$ cat config.mk
export PLATFORM = sky130hd
export DESIGN_NAME = video_in_frame_writer
export DESIGN_NICKNAME = d
export VERILOG_FILES = /design/src/rtl/video_in_pkg.sv /design/src/rtl/video_in_addr_fifo.sv /design/src/rtl/video_in_frame_writer.sv
export SDC_FILE = /design/constraint.sdc
export NUM_CORES = 1
export LEC_CHECK = 0
export ABC_AREA = 0
export CORE_MARGIN = 5
export CORE_UTILIZATION = 51
export CTS_CLUSTER_DIAMETER = 120
export DETAILED_ROUTE_END_ITERATION = 7
export PLACE_DENSITY = 0.8
export SETUP_SLACK_MARGIN = 0.3
export SLEW_MARGIN = 20
export SYNTH_ARGS = -nofsm -noshare
export SYNTH_HDL_FRONTEND = slang
export SYNTH_SLANG_ARGS = --single-unit
export TNS_END_PERCENT = 10
$ cat constraint.sdc
create_clock -name clk -period 5.5 [get_ports clk]
set_input_delay 1.1 -clock clk [delete_from_list [all_inputs] [get_ports clk]]
set_output_delay 1.1 -clock clk [all_outputs]
set_load 0.1 [all_outputs]
$ cat src/rtl/video_in_pkg.sv
// Shared types and constants for the video-in frame writer.
// The DROP state exists only when VIDEO_IN_DROP_EN is defined.
package video_in_pkg;

  typedef enum logic [2:0] {
    IDLE,
    WAIT_DATA,
    WRITE,
    GAP,
    IRQ,
    ERROR
`ifdef VIDEO_IN_DROP_EN
    , DROP
`endif
  } state_t;

  localparam logic [3:0] WB_SEL = 4'hF;

  // Four 8-bit pixels are packed into each 32-bit bus word.
  function automatic int unsigned words_per_frame(input int unsigned width,
                                                  input int unsigned height);
    return (width * height) / 4;
  endfunction

endpackage

$ cat src/rtl/video_in_addr_fifo.sv
// Small synchronous queue of frame-buffer base addresses with a
// show-ahead head word, full/empty flags and a flush-and-load path.
module video_in_addr_fifo #(
  parameter int P_NBUF = 2
) (
  input  logic        clk,
  input  logic        rst,
  input  logic        flush,
  input  logic        push,
  input  logic        pop,
  input  logic [31:0] din,
  output logic [31:0] dout,
  output logic        full,
  output logic        empty
);

  localparam int AW = (P_NBUF > 1) ? $clog2(P_NBUF) : 1;
  localparam int CW = $clog2(P_NBUF + 1);

  logic [31:0]   mem [P_NBUF];
  logic [AW-1:0] rd_ptr;
  logic [AW-1:0] wr_ptr;
  logic [CW-1:0] count;
  logic          do_push;
  logic          do_pop;

  function automatic logic [AW-1:0] next_ptr(input logic [AW-1:0] p);
    return (p == AW'(P_NBUF - 1)) ? '0 : p + AW'(1);
  endfunction

  assign full    = (count == CW'(P_NBUF));
  assign empty   = (count == '0);
  assign dout    = mem[rd_ptr];
  assign do_pop  = pop && !empty && !flush;
  // A pop in the same cycle frees the slot, so push+pop keeps occupancy.
  assign do_push = push && (!full || do_pop || flush);

  always_ff @(posedge clk) begin
    if (rst) begin
      rd_ptr <= '0;
      wr_ptr <= '0;
      count  <= '0;
    end else if (flush) begin
      rd_ptr <= '0;
      wr_ptr <= push ? next_ptr('0) : '0;
      count  <= push ? CW'(1) : '0;
    end else begin
      if (do_push) wr_ptr <= next_ptr(wr_ptr);
      if (do_pop)  rd_ptr <= next_ptr(rd_ptr);
      count <= count + CW'(do_push) - CW'(do_pop);
    end
  end

  always_ff @(posedge clk) begin
    if (do_push) mem[flush ? '0 : wr_ptr] <= din;
  end

endmodule

$ cat src/rtl/video_in_frame_writer.sv
// Writes whole video frames from a pixel FIFO to memory as Wishbone bursts.
// Optional feature VIDEO_IN_DROP_EN discards frames when no buffer is queued.
module video_in_frame_writer
  import video_in_pkg::*;
#(
  parameter int P_WIDTH   = 640,
  parameter int P_HEIGHT  = 480,
  parameter int P_BURST   = 16,
  parameter int P_NBUF    = 2,
  parameter int P_IRQ_LEN = 3
) (
  input  logic                       clk,
  input  logic                       RST,
  input  logic [31:0]                cfg_addr,
  input  logic                       cfg_push,
  output logic                       cfg_full,
  input  logic [31:0]                fifo_data,
  input  logic [$clog2(P_BURST)+1:0] fifo_level,
  output logic                       fifo_rd,
  output logic                       interrupt,
  output logic [31:0]                done_addr,
  output logic                       err_irq,
`ifdef VIDEO_IN_DROP_EN
  output logic [15:0]                drop_cnt,
`endif
  output logic                       p_wb_CYC_O,
  output logic                       p_wb_STB_O,
  output logic                       p_wb_WE_O,
  output logic                       p_wb_LOCK_O,
  output logic [3:0]                 p_wb_SEL_O,
  output logic [31:0]                p_wb_ADR_O,
  output logic [31:0]                p_wb_DAT_O,
  input  logic                       p_wb_ACK_I,
  input  logic                       p_wb_ERR_I
);

  localparam int unsigned WPF         = words_per_frame(P_WIDTH, P_HEIGHT);
  localparam logic [31:0] FRAME_BYTES = 32'(WPF * 4);
  localparam int          BW          = $clog2(P_BURST) + 1;
  localparam int          LW          = $clog2(P_BURST) + 2;
  localparam int          IW          = $clog2(P_IRQ_LEN + 1);

  state_t        state;
  logic [31:0]   base;
  logic [31:0]   offset;
  logic [BW-1:0] beat;
  logic [IW-1:0] irq_cnt;
  logic          cyc;
  logic          q_empty;
  logic          q_pop;
  logic          q_flush;
  logic [31:0]   q_head;
  logic          burst_ready;
  logic          frame_done;
  logic          ack_ok;

  video_in_addr_fifo #(
    .P_NBUF (P_NBUF)
  ) u_addr_fifo (
    .clk   (clk),
    .rst   (RST),
    .flush (q_flush),
    .push  (cfg_push),
    .pop   (q_pop),
    .din   (cfg_addr),
    .dout  (q_head),
    .full  (cfg_full),
    .empty (q_empty)
  );

  assign burst_ready = (fifo_level >= LW'(P_BURST));
  assign frame_done  = (offset == FRAME_BYTES);
  assign ack_ok      = cyc && p_wb_ACK_I && !p_wb_ERR_I;
  // The queue head stays the frame base until the frame completes.
  assign q_pop       = (state == GAP) && frame_done;
  assign q_flush     = (state == ERROR) && cfg_push;

  assign p_wb_CYC_O  = cyc;
  assign p_wb_STB_O  = cyc;
  assign p_wb_WE_O   = cyc;
  assign p_wb_LOCK_O = cyc;
  assign p_wb_SEL_O  = WB_SEL;
  assign p_wb_ADR_O  = base + offset;
  assign p_wb_DAT_O  = fifo_data;

`ifdef VIDEO_IN_DROP_EN
  logic [31:0] drop_left;
  logic        drop_rd;

  assign drop_rd = (state == DROP) && (fifo_level != '0);
  assign fifo_rd = ack_ok || drop_rd;
`else
  assign fifo_rd = ack_ok;
`endif

  always_ff @(posedge clk) begin
    if (RST) begin
      state     <= IDLE;
      base      <= '0;
      offset    <= '0;
      beat      <= '0;
      irq_cnt   <= '0;
      cyc       <= 1'b0;
      interrupt <= 1'b0;
      err_irq   <= 1'b0;
      done_addr <= '0;
`ifdef VIDEO_IN_DROP_EN
      drop_left <= '0;
      drop_cnt  <= '0;
`endif
    end else begin
      if (cfg_push) err_irq <= 1'b0;
      case (state)
        IDLE: begin
          if (!q_empty) begin
            base   <= q_head;
            offset <= '0;
            state  <= WAIT_DATA;
          end
`ifdef VIDEO_IN_DROP_EN
          else if (burst_ready) begin
            drop_left <= 32'(WPF);
            state     <= DROP;
          end
`endif
        end
        WAIT_DATA: begin
          if (burst_ready) begin
            cyc   <= 1'b1;
            beat  <= '0;
            state <= WRITE;
          end
        end
        WRITE: begin
          if (p_wb_ERR_I) begin
            cyc     <= 1'b0;
            err_irq <= 1'b1;
            state   <= ERROR;
          end else if (p_wb_ACK_I) begin
            offset <= offset + 32'd4;
            beat   <= beat + BW'(1);
            if (beat == BW'(P_BURST - 1)) begin
              cyc   <= 1'b0;
              state <= GAP;
            end
          end
        end
        GAP: begin
          if (frame_done) begin
            done_addr <= base;
            interrupt <= 1'b1;
            irq_cnt   <= IW'(P_IRQ_LEN - 1);
            state     <= IRQ;
          end else begin
            state <= WAIT_DATA;
          end
        end
        IRQ: begin
          if (irq_cnt == '0) begin
            interrupt <= 1'b0;
            state     <= IDLE;
          end else begin
            irq_cnt <= irq_cnt - IW'(1);
          end
        end
        ERROR: begin
          if (cfg_push) state <= IDLE;
        end
`ifdef VIDEO_IN_DROP_EN
        DROP: begin
          if (drop_rd) begin
            drop_left <= drop_left - 32'd1;
            if (drop_left == 32'd1) begin
              if (drop_cnt != 16'hFFFF) drop_cnt <= drop_cnt + 16'd1;
              state <= IDLE;
            end
          end
        end
`endif
        default: state <= IDLE;
      endcase
    end
  end

endmodule

-- After elaboration in Yosys (flattened, before gate mapping)
Memory sizes are Yosys's and may differ from the RTL's. A register that Yosys moved wholly into a read port is not among the register bits.
Index checks and enable logic that the tools add are counted.
- add/sub/neg operators: 8
- order comparisons: 1
- equal/unequal tests: 18
- muxes and demuxes: 41
- bitwise gates (word level): 1
- reductions and logical operators: 29
- operators with widths (cell ; count):
    32-bit two-way mux ; 3
    32-bit one-hot mux with 2 select lines ; 1
    32-bit by 3-bit adder with 32-bit output (second input constant) ; 1
    32-bit adder ; 1
    32-bit by 19-bit == test with 1-bit output (second input constant) ; 1
    3-bit two-way mux ; 8
    1-bit two-way mux ; 18
    3-bit one-hot mux with 6 select lines ; 1
    2-bit != test (second input constant) ; 8
    5-bit two-way mux ; 3
    4-bit AND reduction ; 3
    5-bit one-hot mux with 2 select lines ; 1
    2-bit nonzero test ; 4
    1-bit logical AND ; 7
    3-bit by 2-bit == test with 1-bit output (second input constant) ; 2
    3-bit == test (second input constant) ; 2
    6-bit by 5-bit >= comparator with 1-bit output (second input constant) ; 1
    2-bit two-way mux ; 3
    3-bit != test (second input constant) ; 2
    3-bit AND reduction ; 2
    6-bit AND reduction ; 1
    5-bit by 1-bit adder with 5-bit output (second input constant) ; 1
    5-bit by 4-bit == test with 1-bit output (second input constant) ; 1
    1-bit logical NOT ; 4
    14 further kinds ; 19
- register bits: 81
- memory bits (writable): 64
- bits of input ports: 75
- output and inout port bits: 108
- word-level logic and storage cells: 110
- memories: 1
- memories (name ; words ; bits a word ; read ports ; clocked after Yosys merged registers in ; write ports ; RTL line ; source):
    u_addr_fifo.mem ; 2 ; 32 ; 1 ; 1 ; 1 ; video_in_addr_fifo.sv:20 ; logic [31:0] mem [P_NBUF];

-- Logic depth before layout (Yosys ltp)
- depth after elaboration: 10
- mapped depth: 12
- depth with buffers taken out: 12

-- Hierarchy
Synthesis repeated with hierarchy kept, for this count alone.
- cells, all modules: 930
- area total of the unflattened synthesis: 8743.4 um^2
- by module, submodules not included (module ; instances ; cells each ; area each (um^2) ; seq. area each (um^2)):
    video_in_frame_writer ; 1 ; 800 ; 6155.9 ; 2142.1
    video_in_addr_fifo ; 1 ; 130 ; 2587.5 ; 2021.9

-- Worst setup path before layout
No wires, ideal clock.
- path type: reg-to-output
- start: register offset[10]
- end: output port p_wb_ADR_O[28]
- data arrival time: 3378 ps
- required time: 4400 ps
- path slack: 1022 ps
- cell stages (with the launch flop): 9
- path buffers: 0
- cells stage by stage: dfxtp_1 ha_1 and4_1 and3_1 a21oi_1 o21a_1 a21oi_1 a41oi_1 xnor2_1
- cells in the longest elaborated chain, start to end: 1
- RTL lines (item ; RTL line ; source):
    from (decl) ; video_in_frame_writer.sv:45 ; logic [31:0] offset;
    from (signal assigned) ; video_in_frame_writer.sv:140 ; offset <= offset + 32'd4;
    32-bit adder ; video_in_frame_writer.sv:83 ; assign p_wb_ADR_O = base + offset;
    to (decl) ; video_in_frame_writer.sv:31 ; output logic [31:0] p_wb_ADR_O,
Every way passes these cells.

-- Worst setup path in the final report
- start: register offset[5]
- end: output port p_wb_ADR_O[15]
The elaborated chain is that of the path after synthesis.

==> summary.log <==
qor: logic_synthesis.largest_family_of_logic_cells_by_synthesized_area simple AND/OR/NAND/NOR gates
qor: grt.grt_antenna_before_repair 0
qor: timing.worstMarginPinSlew 1.03 ns
qor: clock_network.clkSinkCount 175
qor: logic_synthesis.synth-adder-area-share 5.43%
qor: logic_synthesis.synth_compound_area_share 14.0%
qor: final_layout.n_antenna_cell 0
qor: place.gp_congestion 0.928
qor: clock_network.ctsHtreeMaxLevel 4
qor: route.drt_pass1_iterations 5
qor: logic_synthesis.synth_xor_area_share 5.13%
qor: worst_setup_path.critical-path-top-delay-family buffers and inverters
qor: place.hpwlAfterDp 14.2 mm
qor: worst_setup_path.timing.critical_path.cells ha_1 > a21oi_1 > o22ai_1 > a21oi_1 > o21ai_1 > xor2_1 > clkdlybuf4s50_1
qor: worst_setup_path.slowest_delay 1.15 ns
qor: logic_synthesis.synthArstFlopShare 0%
qor: power_and_ir_drop.p_per_area 370 nW/um2
qor: worst_setup_path.largest_fanout_of_any_net_on_the_critical_path 7
qor: final_layout.share_of_final_layout_standard_cells_stronger_than_drive_strength_1 6.88%
qor: worst_setup_path.worstRegToRegCells 12
qor: worst_setup_path.critical-path-top-cell-by-count sky130_fd_sc_hd__a21oi_1
qor: route.vias 6525
qor: logic_synthesis.post_synth_and_or_nand_nor_area_fraction 16.6%
qor: clock_network.numCtsBuffers 17
qor: run_status.status complete, no violations
qor: worst_setup_path.setup.worst_path.class flop to output pin
qor: final_layout.syn2layout_area_growth 17.4%
qor: route.avgRoutedWirePerCell 16.7 um
qor: grt.met1_usage 26.8%
qor: logic_synthesis.post_synth_mux_area_share 3.99%
qor: die.horizontal_die_dimension 139 um
qor: logic_synthesis.ys.flop_type sky130_fd_sc_hd__dfxtp_1
qor: logic_synthesis.synth.cell_area 8530 um2
qor: timing.max-slew-margin-rel 31.3%
qor: logic_synthesis.number_of_different_library_cells_in_the_post_synthesis_netlist 58
qor: timing.final_max_slew_viol_count 0
qor: worst_hold_path.hold_start done_addr[2]
qor: logic_synthesis.postSynthRegisterBits 175
qor: logic_synthesis.leading_post_synthesis_cells_by_instance_count sky130_fd_sc_hd__dfxtp_1, sky130_fd_sc_hd__nand2_1, sky130_fd_sc_hd__a21oi_1
qor: clock_network.cts_resized 0
qor: worst_setup_path.critical_path_buf_inv_count 1
qor: worst_hold_path.whs_path_depth 2
qor: route.drt_drc_violations_left 0
qor: worst_setup_path.timing.critical_path.from offset[5]
qor: timing.grt_setup_unrepaired no
qor: worst_setup_path.rr_startpoint offset[2]
qor: clock_network.tritoncts_clock_tree yes
qor: worst_setup_path.ff2ff_setup_slack 2.37 ns
qor: worst_setup_path.r2r_path_end u_addr_fifo.count[1]
qor: clock_network.number_of_buffers_inserted_for_hold_repair_after_clock_tree_synthesis 0
qor: run.cap_violations 0
qor: worst_setup_path.crit_arrival 3.66 ns
qor: clock_network.max-clock-path-buffers 2
qor: worst_setup_path.req_time_crit_path 4.40 ns
qor: logic_synthesis.synth_enable_flop_cells 64
qor: power_and_ir_drop.max-vdd-ir-drop 0.249 mV
qor: logic_synthesis.netlist_top_cells_area sky130_fd_sc_hd__dfxtp_1, sky130_fd_sc_hd__edfxtp_1, sky130_fd_sc_hd__ha_1
qor: die.die_y 139 um
qor: timing.finalSetupViolations 0
qor: timing.tns 0 ns
qor: logic_synthesis.synth-warning-count 0
qor: die.initial_utilization 51.6%
qor: grt.grt_most_used_layer met2
qor: clock_network.clkLatencyLatePin 0.43 ns
qor: worst_hold_path.whs_endpoint done_addr[2]
qor: logic_synthesis.synthDominantCellAreaShare 26.1%
qor: timing.worst_slack 0.741 ns
qor: route.drt_iter0_markers 566
qor: power_and_ir_drop.cellLeakagePower 3.59 nW
qor: timing.worst_hold_slack 0.449 ns
qor: worst_setup_path.crit_path_start_kind flop
qor: clock_network.cts_root_buffer sky130_fd_sc_hd__clkbuf_16
qor: clock_network.cts.reportedPaths.clkPinSlew 0.07 ns
qor: timing.fmax 210 MHz
qor: grt.grt_use_total 20.2%
qor: clock_network.post-cts-setup-buffers 0
qor: logic_synthesis.mean_syn_cell_area 9.58 um2
qor: logic_synthesis.synthesis.instances 890
qor: timing.period_share 86.5%
qor: route.drt_wl_total 19.7 mm
qor: logic_synthesis.synth_sequential_area_ratio 48.6%
qor: grt.grt_util_met3 4.32%
qor: worst_hold_path.min-delay-path-class flop to flop
qor: logic_synthesis.synth.largest_area_cell sky130_fd_sc_hd__dfxtp_1
qor: timing.clock_skew 0.00769 ns
qor: route.vias_per_cell 5.53
qor: die.i_o_pins 183
qor: grt.grt_max_degree 85
qor: place.place.port_buffers 110
qor: grt.global_route.usage.met2 33.3%
qor: timing.report.final.hold_viol_count 0
qor: grt.global_route_wire_length_before_repair 31.9 mm
qor: grt.grt.overflow.total 0
qor: final_layout.finish.net_count 1059
qor: route.route.antenna.remaining_nets 0
qor: place.post-place-ws 1.28 ns
qor: grt.first_global_vias 6115
qor: logic_synthesis.synth_most_common_cell sky130_fd_sc_hd__dfxtp_1
qor: worst_setup_path.setup.worst_path.end_class output pin
qor: die.std_cell_rows 47
qor: die.dieArea 19400 um2
qor: worst_setup_path.slowest_stage sky130_fd_sc_hd__clkdlybuf4s50_1
qor: die.core-area 16500 um2
qor: timing.fin_crit 4.76 ns
## layer usage
layer  up-vias  wire (um)
met1      3093       8960
met2       169       9450
met5         -          0
met4         0        291
li1       3240          -
met3        23        980
## how the worst max path moves through the flow
stage | endpoint | slack (ns) | cells past startpoint
6_report | p_wb_ADR_O[15] | 0.74 | 7
5_1_grt | p_wb_ADR_O[15] | 0.55 | 7
4_1_cts | p_wb_ADR_O[15] | 0.79 | 7
3_5_place_dp | p_wb_ADR_O[15] | 1.28 | 7
3_3_place_gp | p_wb_ADR_O[15] | 1.25 | 7
2_1_floorplan | p_wb_ADR_O[28] | 1.02 | 8
## power by group
group / switching (mW) / internal (mW)
clock: 0.549 / 0.597
sequential: 0.0907 / 1.44
combinational: 0.763 / 0.260
## state kept, by name (all words and copies together), names as in the netlist, 2 cells and up
name / count
offset: 30
u_addr_fifo.mem: 64
beat: 5
irq_cnt: 2
state: 3
done_addr: 32
u_addr_fifo.count: 2
base: 32
## placed cells by master (no fill, tap or decap), drive strengths merged, types with 4 or more instances in the layout
cell	count
dfxtp	111
nand2	107
clkdlybuf4s50	91
a21oi	87
nor2	85
edfxtp	64
a211oi	38
ha	37
mux2i	34
o21ai	31
xor2	26
inv	26
buf	25
xnor2	24
clkbuf	18
nand3	15
nand4	15
nor3	15
or3	14
nor2b	10
a21o	10
nor4	8
and3	8
a31oi	6
nor4b	5
clkinv	5
o21a	4
nand2b	4
conb	4
## layout make-up
type,instances,area [um2]
clock buffer,18,429
clock inverter,14,125
fill,1375,6510
inverter,17,63.8
multi-input combinational,620,3880
sequential,175,4150
tap,220,275
timing repair buffer,116,1100
## tightest hold or removal path, cell delays in order, from the launching register on
cell	delay, ns
sky130_fd_sc_hd__dfxtp_1	0.31
sky130_fd_sc_hd__nand2_1	0.05
sky130_fd_sc_hd__a21oi_1	0.05
## stage by stage
step                util (%)  area, um2  power [mW]  std cells
global route            60.6      10000        3.83       1180
finish                  60.6      10000        3.70       1180
CTS                     60.6      10000        3.71       1180
floorplan                  -       8540        2.45        893
global placement        57.3       9460        2.57       1148
detailed placement      57.3       9460        2.58       1148
## kinds of logic after synthesis
logic type / Yosys count
multiplexers: 34
flip-flops: 175
adder cells (fa/ha/maj): 37
buffers and inverters: 98
AO/OA/AOI/OAI: 193
XOR/XNOR: 50
AND/OR/NAND/NOR: 302
other: 1
Power figures use the tool's default switching activity.
